`src/rtl/multicycle_decoder.sv`:
```
// rtl/multicycle_decoder.sv - multicycle ARM control unit (Moore FSM + ALU decode)
//
// Optional feature macro: MC_DEC_CMP_EN
//   defined   : CMP (cmd 1010) -> SUB, FlagW=11; TST (cmd 1000) -> AND, FlagW=10;
//               both finish in EXECUTE and skip ALUWB (no register write).
//   undefined : cmd 1010/1000 are unsupported (ADD, FlagW=00, normal ALUWB path).
//
// Parameter:
//   ALU_CTRL_W  ALUControl width, 2 or 3 (3 adds EOR for cmd 0001)
//
// Ports:
//   clk, reset      clock; synchronous active-high reset to FETCH
//   mem_ready       memory completes the current access this cycle
//   Op, Funct, Rd   instruction fields from the instruction register
//   PCS, NextPC     PC write requests (branch/R15 writeback, PC+4)
//   RegW, MemW      register / memory write requests
//   IRWrite         instruction register load
//   AdrSrc, ResultSrc, ALUSrcA, ALUSrcB, ImmSrc, RegSrc   datapath muxes
//   ALUControl      ALU operation (ADD=0 SUB=1 AND=2 ORR=3 EOR=4)
//   FlagW           [1]=NZ write, [0]=CV write
//   state           current state code (debug)
module multicycle_decoder #(
    parameter int ALU_CTRL_W = 2
) (
    input  logic                  clk,
    input  logic                  reset,
    input  logic                  mem_ready,
    input  logic [1:0]            Op,
    input  logic [5:0]            Funct,
    input  logic [3:0]            Rd,
    output logic                  PCS,
    output logic                  NextPC,
    output logic                  RegW,
    output logic                  MemW,
    output logic                  IRWrite,
    output logic                  AdrSrc,
    output logic [1:0]            ResultSrc,
    output logic                  ALUSrcA,
    output logic [1:0]            ALUSrcB,
    output logic [1:0]            ImmSrc,
    output logic [1:0]            RegSrc,
    output logic [ALU_CTRL_W-1:0] ALUControl,
    output logic [1:0]            FlagW,
    output logic [3:0]            state
);

    typedef enum logic [3:0] {
        S_FETCH    = 4'd0,
        S_DECODE   = 4'd1,
        S_MEMADR   = 4'd2,
        S_MEMREAD  = 4'd3,
        S_MEMWB    = 4'd4,
        S_MEMWRITE = 4'd5,
        S_EXECUTER = 4'd6,
        S_EXECUTEI = 4'd7,
        S_ALUWB    = 4'd8,
        S_BRANCH   = 4'd9
    } state_t;

    localparam logic [2:0] ALU_ADD = 3'd0;
    localparam logic [2:0] ALU_SUB = 3'd1;
    localparam logic [2:0] ALU_AND = 3'd2;
    localparam logic [2:0] ALU_ORR = 3'd3;
    localparam logic [2:0] ALU_EOR = 3'd4;

    state_t     state_q;
    state_t     state_d;

    logic [3:0] cmd;
    logic       s_bit;
    logic [2:0] dec_op;
    logic [1:0] dec_flagw;
    logic       dec_flag_only;
    logic [2:0] alu_op;

    assign cmd    = Funct[4:1];
    assign s_bit  = Funct[0];
    assign state  = state_q;
    assign ImmSrc = Op;
    assign RegSrc = {(Op == 2'b01) && !Funct[0], Op == 2'b10};

    // Command decode, used only while in an EXECUTE state.
    always_comb begin
        dec_op        = ALU_ADD;
        dec_flagw     = 2'b00;
        dec_flag_only = 1'b0;
        case (cmd)
            4'b0100: begin dec_op = ALU_ADD; dec_flagw = {s_bit, s_bit}; end
            4'b0010: begin dec_op = ALU_SUB; dec_flagw = {s_bit, s_bit}; end
            4'b0000: begin dec_op = ALU_AND; dec_flagw = {s_bit, 1'b0};  end
            4'b1100: begin dec_op = ALU_ORR; dec_flagw = {s_bit, 1'b0};  end
            4'b0001: begin
                // EOR is only encodable with a 3-bit ALUControl
                if (ALU_CTRL_W == 3) begin
                    dec_op    = ALU_EOR;
                    dec_flagw = {s_bit, 1'b0};
                end
            end
`ifdef MC_DEC_CMP_EN
            4'b1010: begin dec_op = ALU_SUB; dec_flagw = 2'b11; dec_flag_only = 1'b1; end
            4'b1000: begin dec_op = ALU_AND; dec_flagw = 2'b10; dec_flag_only = 1'b1; end
`endif
            default: ;
        endcase
    end

    always_ff @(posedge clk) begin
        if (reset) begin
            state_q <= S_FETCH;
        end else begin
            state_q <= state_d;
        end
    end

    always_comb begin
        state_d   = S_FETCH;
        NextPC    = 1'b0;
        RegW      = 1'b0;
        MemW      = 1'b0;
        IRWrite   = 1'b0;
        AdrSrc    = 1'b0;
        ResultSrc = 2'b00;
        ALUSrcA   = 1'b0;
        ALUSrcB   = 2'b00;
        alu_op    = ALU_ADD;
        FlagW     = 2'b00;
        PCS       = 1'b0;

        case (state_q)
            S_FETCH: begin
                ALUSrcA   = 1'b1;
                ALUSrcB   = 2'b10;
                ResultSrc = 2'b10;
                IRWrite   = mem_ready;
                NextPC    = mem_ready;
                state_d   = mem_ready ? S_DECODE : S_FETCH;
            end
            S_DECODE: begin
                ALUSrcA   = 1'b1;
                ALUSrcB   = 2'b10;
                ResultSrc = 2'b10;
                case (Op)
                    2'b01:   state_d = S_MEMADR;
                    2'b00:   state_d = Funct[5] ? S_EXECUTEI : S_EXECUTER;
                    2'b10:   state_d = S_BRANCH;
                    default: state_d = S_FETCH;
                endcase
            end
            S_MEMADR: begin
                ALUSrcB = 2'b01;
                state_d = Funct[0] ? S_MEMREAD : S_MEMWRITE;
            end
            S_MEMREAD: begin
                AdrSrc  = 1'b1;
                state_d = mem_ready ? S_MEMWB : S_MEMREAD;
            end
            S_MEMWB: begin
                ResultSrc = 2'b01;
                RegW      = 1'b1;
            end
            S_MEMWRITE: begin
                AdrSrc  = 1'b1;
                MemW    = 1'b1;
                state_d = mem_ready ? S_FETCH : S_MEMWRITE;
            end
            S_EXECUTER, S_EXECUTEI: begin
                ALUSrcB = (state_q == S_EXECUTEI) ? 2'b01 : 2'b00;
                alu_op  = dec_op;
                FlagW   = dec_flagw;
                // flag-only compares retire here without a writeback cycle
                state_d = dec_flag_only ? S_FETCH : S_ALUWB;
            end
            S_ALUWB: begin
                RegW = 1'b1;
            end
            S_BRANCH: begin
                ALUSrcB   = 2'b01;
                ResultSrc = 2'b10;
            end
            default: state_d = S_FETCH;
        endcase

        PCS = (RegW && (Rd == 4'hF)) || (state_q == S_BRANCH);

        // No write strobe may escape while reset is held.
        if (reset) begin
            PCS     = 1'b0;
            NextPC  = 1'b0;
            RegW    = 1'b0;
            MemW    = 1'b0;
            IRWrite = 1'b0;
            FlagW   = 2'b00;
        end
    end

    assign ALUControl = ALU_CTRL_W'(alu_op);

endmodule

```
`config.mk`:
```
export PLATFORM = sky130hd
export DESIGN_NAME = multicycle_decoder
export DESIGN_NICKNAME = d
export VERILOG_FILES = /design/src/rtl/multicycle_decoder.sv
export SDC_FILE = /design/constraint.sdc
export NUM_CORES = 1
export LEC_CHECK = 0
export CAP_MARGIN = 15
export CORE_AREA = 2 2 41 43
export CTS_CLUSTER_SIZE = 24
export DETAILED_ROUTE_END_ITERATION = 8
export DIE_AREA = 0 0 43 45
export PLACE_DENSITY_LB_ADDON = 0.08
export SYNTH_ARGS = -nofsm -noshare
export SYNTH_HDL_FRONTEND = slang
export SYNTH_SLANG_ARGS = --single-unit
```
`constraint.sdc`:
```
create_clock -name clk -period 3.65 [get_ports clk]
set_input_delay 0.9125 -clock clk [delete_from_list [all_inputs] [get_ports clk]]
set_output_delay 0.9125 -clock clk [all_outputs]
set_load 0.03 [all_outputs]
```
## Word-level counts from Yosys, hierarchy flattened

Index checks and enable logic that the tools add are counted.

| cells by class | value |
|---|---|
| multiplexer cells | 24 |
| reductions and logical operators | 15 |
| bitwise logic cells | 0 |
| shift-type cells | 0 |
| $lt $le $gt $ge | 0 |
| $mul | 0 |
| add/sub/neg operators | 0 |
| equality and inequality tests | 15 |
| divide/modulo/power cells | 0 |

Operators with widths:

| cell | count |
|---|---|
| one-hot mux 4 bit (6 select lines) | 1 |
| == test 4 x 3 -> 1 bit, second input constant | 5 |
| == test 4 bit, second input constant | 4 |
| OR reduction 2 bit | 7 |
| == test 4 x 2 -> 1 bit, second input constant | 3 |
| 2-to-1 mux 1 bit | 12 |
| one-hot mux 2 bit (3 select lines) | 2 |
| one-hot mux 4 bit (3 select lines) | 1 |
| 2-to-1 mux 3 bit | 3 |
| zero test 4 bit | 2 |
| one-hot mux 2 bit (2 select lines) | 2 |
| 2-to-1 mux 2 bit | 3 |
| == test 4 x 1 -> 1 bit, second input constant | 1 |
| OR reduction 3 bit | 1 |
| == test 2 x 1 -> 1 bit, second input constant | 1 |
| == test 2 bit, second input constant | 1 |
| logical AND 1 bit | 2 |
| zero test 2 bit | 1 |
| zero test 1 bit | 1 |
| logical OR 1 bit | 1 |

| word-level totals | value |
|---|---|
| output and inout port bits | 23 |
| latch bits | 0 |
| input port bits | 15 |
| memories | 0 |
| register bits | 4 |
| RAM bits | 0 |
| word-level logic and storage cells | 55 |
| ROM bits | 0 |

## Depth between registers and ports, before layout

| logic depth | value |
|---|---|
| depth in word-level cells | 6 |
| mapped depth | 4 |
| mapped depth without buffers | 3 |

## Worst setup path after synthesis

No wires, ideal clock.

| path | value |
|---|---|
| path kind | register -> output |
| start | register state_q[3] (netlist: state[3]) |
| end | output RegW |
| path buffers | 1 |
| required time | 2738 ps |
| arrival | 2487 ps |
| stages on the path, launching flop included | 4 |
| slack | 251 ps |
| path through | dfxtp_1 > clkbuf_1 > nand2b_1 > a2111oi_0 |

| on the way | value |
|---|---|
| cells in the longest elaborated chain, start to end | 4 |
| elaborated cells on any way between the ends | 5 |
| classes of those cells | eq/ne: 2; mux: 2; reduce/logical: 1 |

RTL lines:

| item | line | source |
|---|---|---|
| start, declared | 66 | `state_t state_q;` |
| start signal, assigned | 111 | `state_q <= state_d;` |
| == test 4 x 3 -> 1 bit / == test 4 bit (equally long branches) | 129 | `case (state_q)` |
| OR reduction 2 bit (no line) * | n/a |  |
| 2-to-1 mux 1 bit * | 129 |  |
| 2-to-1 mux 1 bit * | 186 | `if (reset) begin` |
| end, declared | 33 | `output logic RegW,` |

Mark *: on every way between the ends. The rest lies on a longest branch, timed or not.

## Worst setup path in the final report

| path | value |
|---|---|
| start | input Funct[3] |
| end | output ALUControl[0] |

| on the way | value |
|---|---|
| cells in the longest elaborated chain, start to end | 3 |
| elaborated cells on any way between the ends | 5 |
| classes of those cells | eq/ne: 2; mux: 2; reduce/logical: 1 |

RTL lines:

| item | line | source |
|---|---|---|
| start, declared | 29 | `input logic [5:0] Funct,` |
| == test 4 bit (tied with other cells) | 87 | `case (cmd)` |
| one-hot mux 2 bit (3 select lines) * | 87 |  |
| 2-to-1 mux 2 bit * | 129 |  |
| end, declared | 42 | `output logic [ALU_CTRL_W-1:0] ALUControl,` |

Marks and branches as above.

==> flow_summary.toml <==
[finish]
fillCellCount = 154
drive_gt1_share_pct = 9.28
area_growth_pct = 74.2
multi_input_area_um2 = 350
final_nets = 114
largest_reg_flops = 4
seq_area_um2 = 80.1
n_antenna_cell = 0

[routing]
drt_iter0_drc = 8
vias = 598
drc = 0
ant_nets = 0
drt-wirelength-per-cell_um = 12.3
vias_per_cell = 5.29
firstDrtPassIters = 4
wl_um = 1390

[floorplanning]
die_area_um2 = 1940
core-area_um2 = 1470
rows = 14
die_w_um = 43
boundaryPins = 38
start_util_pct = 33.0
die_h_um = 45

[critical_path]
crit_slowest_cell = "clkdlybuf4s50_1"
arrival_ns = 2.58
path_buf_inv = 2
cp_num_cells = 5
crit_top_cell = "clkdlybuf4s50_1"
critPathTopFamily = "buffers and inverters"
r2r_cells = 3
crit_required_ns = 2.74
slowest_delay_ns = 0.69
crit_chain = "clkdlybuf4s50_1, and3b_1, a21oi_1, nor3_1, clkdlybuf4s50_1"
cp-start-kind = "input port"
worst-setup-path-type = "in2out"
end_kind = "primary output"
crit_path_max_fanout = 6

[clocking]
cts-root-buf = "clkbuf_4"
hold_buffers = 0
clock_path_buffers = 2
clk_pin_slew_worst_paths_ns = 0.04
htree_levels = 1
cts_resized = 0
clock-sinks = 4
cts_tree = "built"
post-cts-setup-buffers = 0
clk_latency_ns = 0.23
numCtsBuffers = 3

[synthesis]
yosys_warnings = 0
netlist-cell-type-count = 33
synth_top_area_share_pct = 16.5
syn_avg_cell_area_um2 = 7.47
netlist_top_cells_area = "dfxtp_1 (16%), nor2b_1 (7.7%), nor3_1 (6.2%)"
synth_area_um2 = 485
ys_seq_area_share_pct = 16.5
ys_seq_elements = 4
synth_largest_area_cell = "dfxtp_1"
syn-instance-count = 65
synth_nets = 80

[placed_design]
io_buffer_count = 37
dp_hpwl_um = 1060
place_congestion = 0.710

[global_routing]
overflow = 0
grt_pass1_wl_um = 2240
grt_usage_pct = 14.8
grt_pass1_vias = 521
antenna_found_initial = 0
grt_max_degree = 16

[power]
ir_drop_mv = 0.205
p_per_area_nw_per_um2 = 243
power_leakage_nw = 0.285
total_power_mw = 0.206

[timing]
finalHoldViolCount = 0
setup_viol = 0
finalCritPeriodShare_pct = 95.6
max_freq_mhz = 287
setup_tns_ns = 0
worst_pin_slew_ns = 0.487
timing.slew.headroom_pct = 67.5
drv_slew = 0
worst_hold_slack_ns = 0.754
period_needed_ns = 3.49
fin_skew_ns = 0.00591
rsz0062_at_grt = "false"

[min_path]
min_path_cells = 2
worst_hold_path_type = "reg2reg"

[run]
cap_viol_max_count = 0

[status]
status = "complete, no violations"
cells by family (layout without fill, tap and decap cells):
| group | after synthesis | after routing | share of synthesized area (%) |
|---|---|---|---|
| flops | 4 | 4 | 16.5 |
| compound gates | 17 | 17 | 24.7 |
| xor+xnor | 3 | 3 | 5.41 |
| simple gates | 31 | 31 | 42.0 |
| buf+inv | 10 | 42 | 11.3 |
cell usage in the layout, fill, tap and decap left out, drive strengths merged:
cell type | synthesis | layout
clkdlybuf4s50 | 0 | 35
nor3 | 7 | 7
nor2b | 6 | 6
nor2 | 4 | 4
a21oi | 4 | 4
dfxtp | 4 | 4
nand2b | 3 | 3
clkbuf | 2 | 3
o21ai | 3 | 3
inv | 2 | 2
xnor2 | 2 | 2
nor4 | 2 | 2
a2111oi | 2 | 2
a211o | 2 | 2
buf | 6 | 2
a211oi | 2 | 2
or4b | 2 | 2
nand3b | 1 | 1
and3b | 1 | 1
and4b | 1 | 1
a41oi | 1 | 1
nor4b | 1 | 1
xor2 | 1 | 1
nor3b | 1 | 1
o22ai | 1 | 1
nand4 | 1 | 1
o2111ai | 1 | 1
nand2 | 1 | 1
a31oi | 1 | 1
cell usage after synthesis (all sizes together):
cell / instances
inv: 2
dfxtp: 4
o22ai: 1
a2111oi: 2
nor2: 4
a31oi: 1
nand3b: 1
or4b: 2
nor4b: 1
and3b: 1
nor3b: 1
buf: 6
nand2: 1
nand2b: 3
clkbuf: 2
a211o: 2
xnor2: 2
a41oi: 1
o2111ai: 1
a21oi: 4
nor3: 7
o21ai: 3
and4b: 1
nor2b: 6
nor4: 2
xor2: 1
nand4: 1
a211oi: 2
through the flow:
stage | cell area, µm² | utilization [%] | setup WS (ns) | cells
after CTS | 846 | 57.5 | 0.148 | 113
after global routing | 846 | 57.5 | 0.0186 | 113
after global placement | 823 | 56.0 | 0.183 | 110
after detailed placement | 823 | 56.0 | 0.152 | 110
final | 846 | 57.5 | 0.160 | 113
after floorplan | 485 | - | 0.251 | 65
report_power, final:
part           internal, mW  switching, mW  leakage (nW)  total [mW]
Clock                0.0366         0.0163        0.0138      0.0530
Combinational        0.0468         0.0503         0.239      0.0971
Sequential           0.0466        0.00891        0.0327      0.0556
Total                 0.130         0.0756         0.285       0.206
worst reg2reg max path, cell delays in order (launching register included):
cell and delay, ns:
dfxtp_1 0.53, nor2b_1 0.41, nand2b_1 0.10, a2111oi_0 0.40
final timing paths:
kind	slack [ns]	start	to
min reg2reg	0.75	state[1]	state[1]
max reg2reg	2.09	state[0]	state[1]
min	0.75	state[1]	state[1]
max	0.16	Funct[3]	ALUControl[0]
area by class of cell:
type                       instances  area share, %
inverter                           2          0.888
timing repair buffer              37           43.2
multi-input combinational         51           41.4
tap                               16           2.37
sequential                         4           9.47
clock buffer                       3           2.66
metal layers:
metal  vias to the layer above  part of all wire [%]  GRT usage (%)  wire length [µm]
li1                        309                     -              -                 -
met1                       273                    46           20.2               648
met2                        16                    49           24.5               685
met3                         0                   4.2           3.60                59
met4                         0                     0           1.82                 0
met5                         -                     0              0                 0
(Power assumes the default switching activity.)
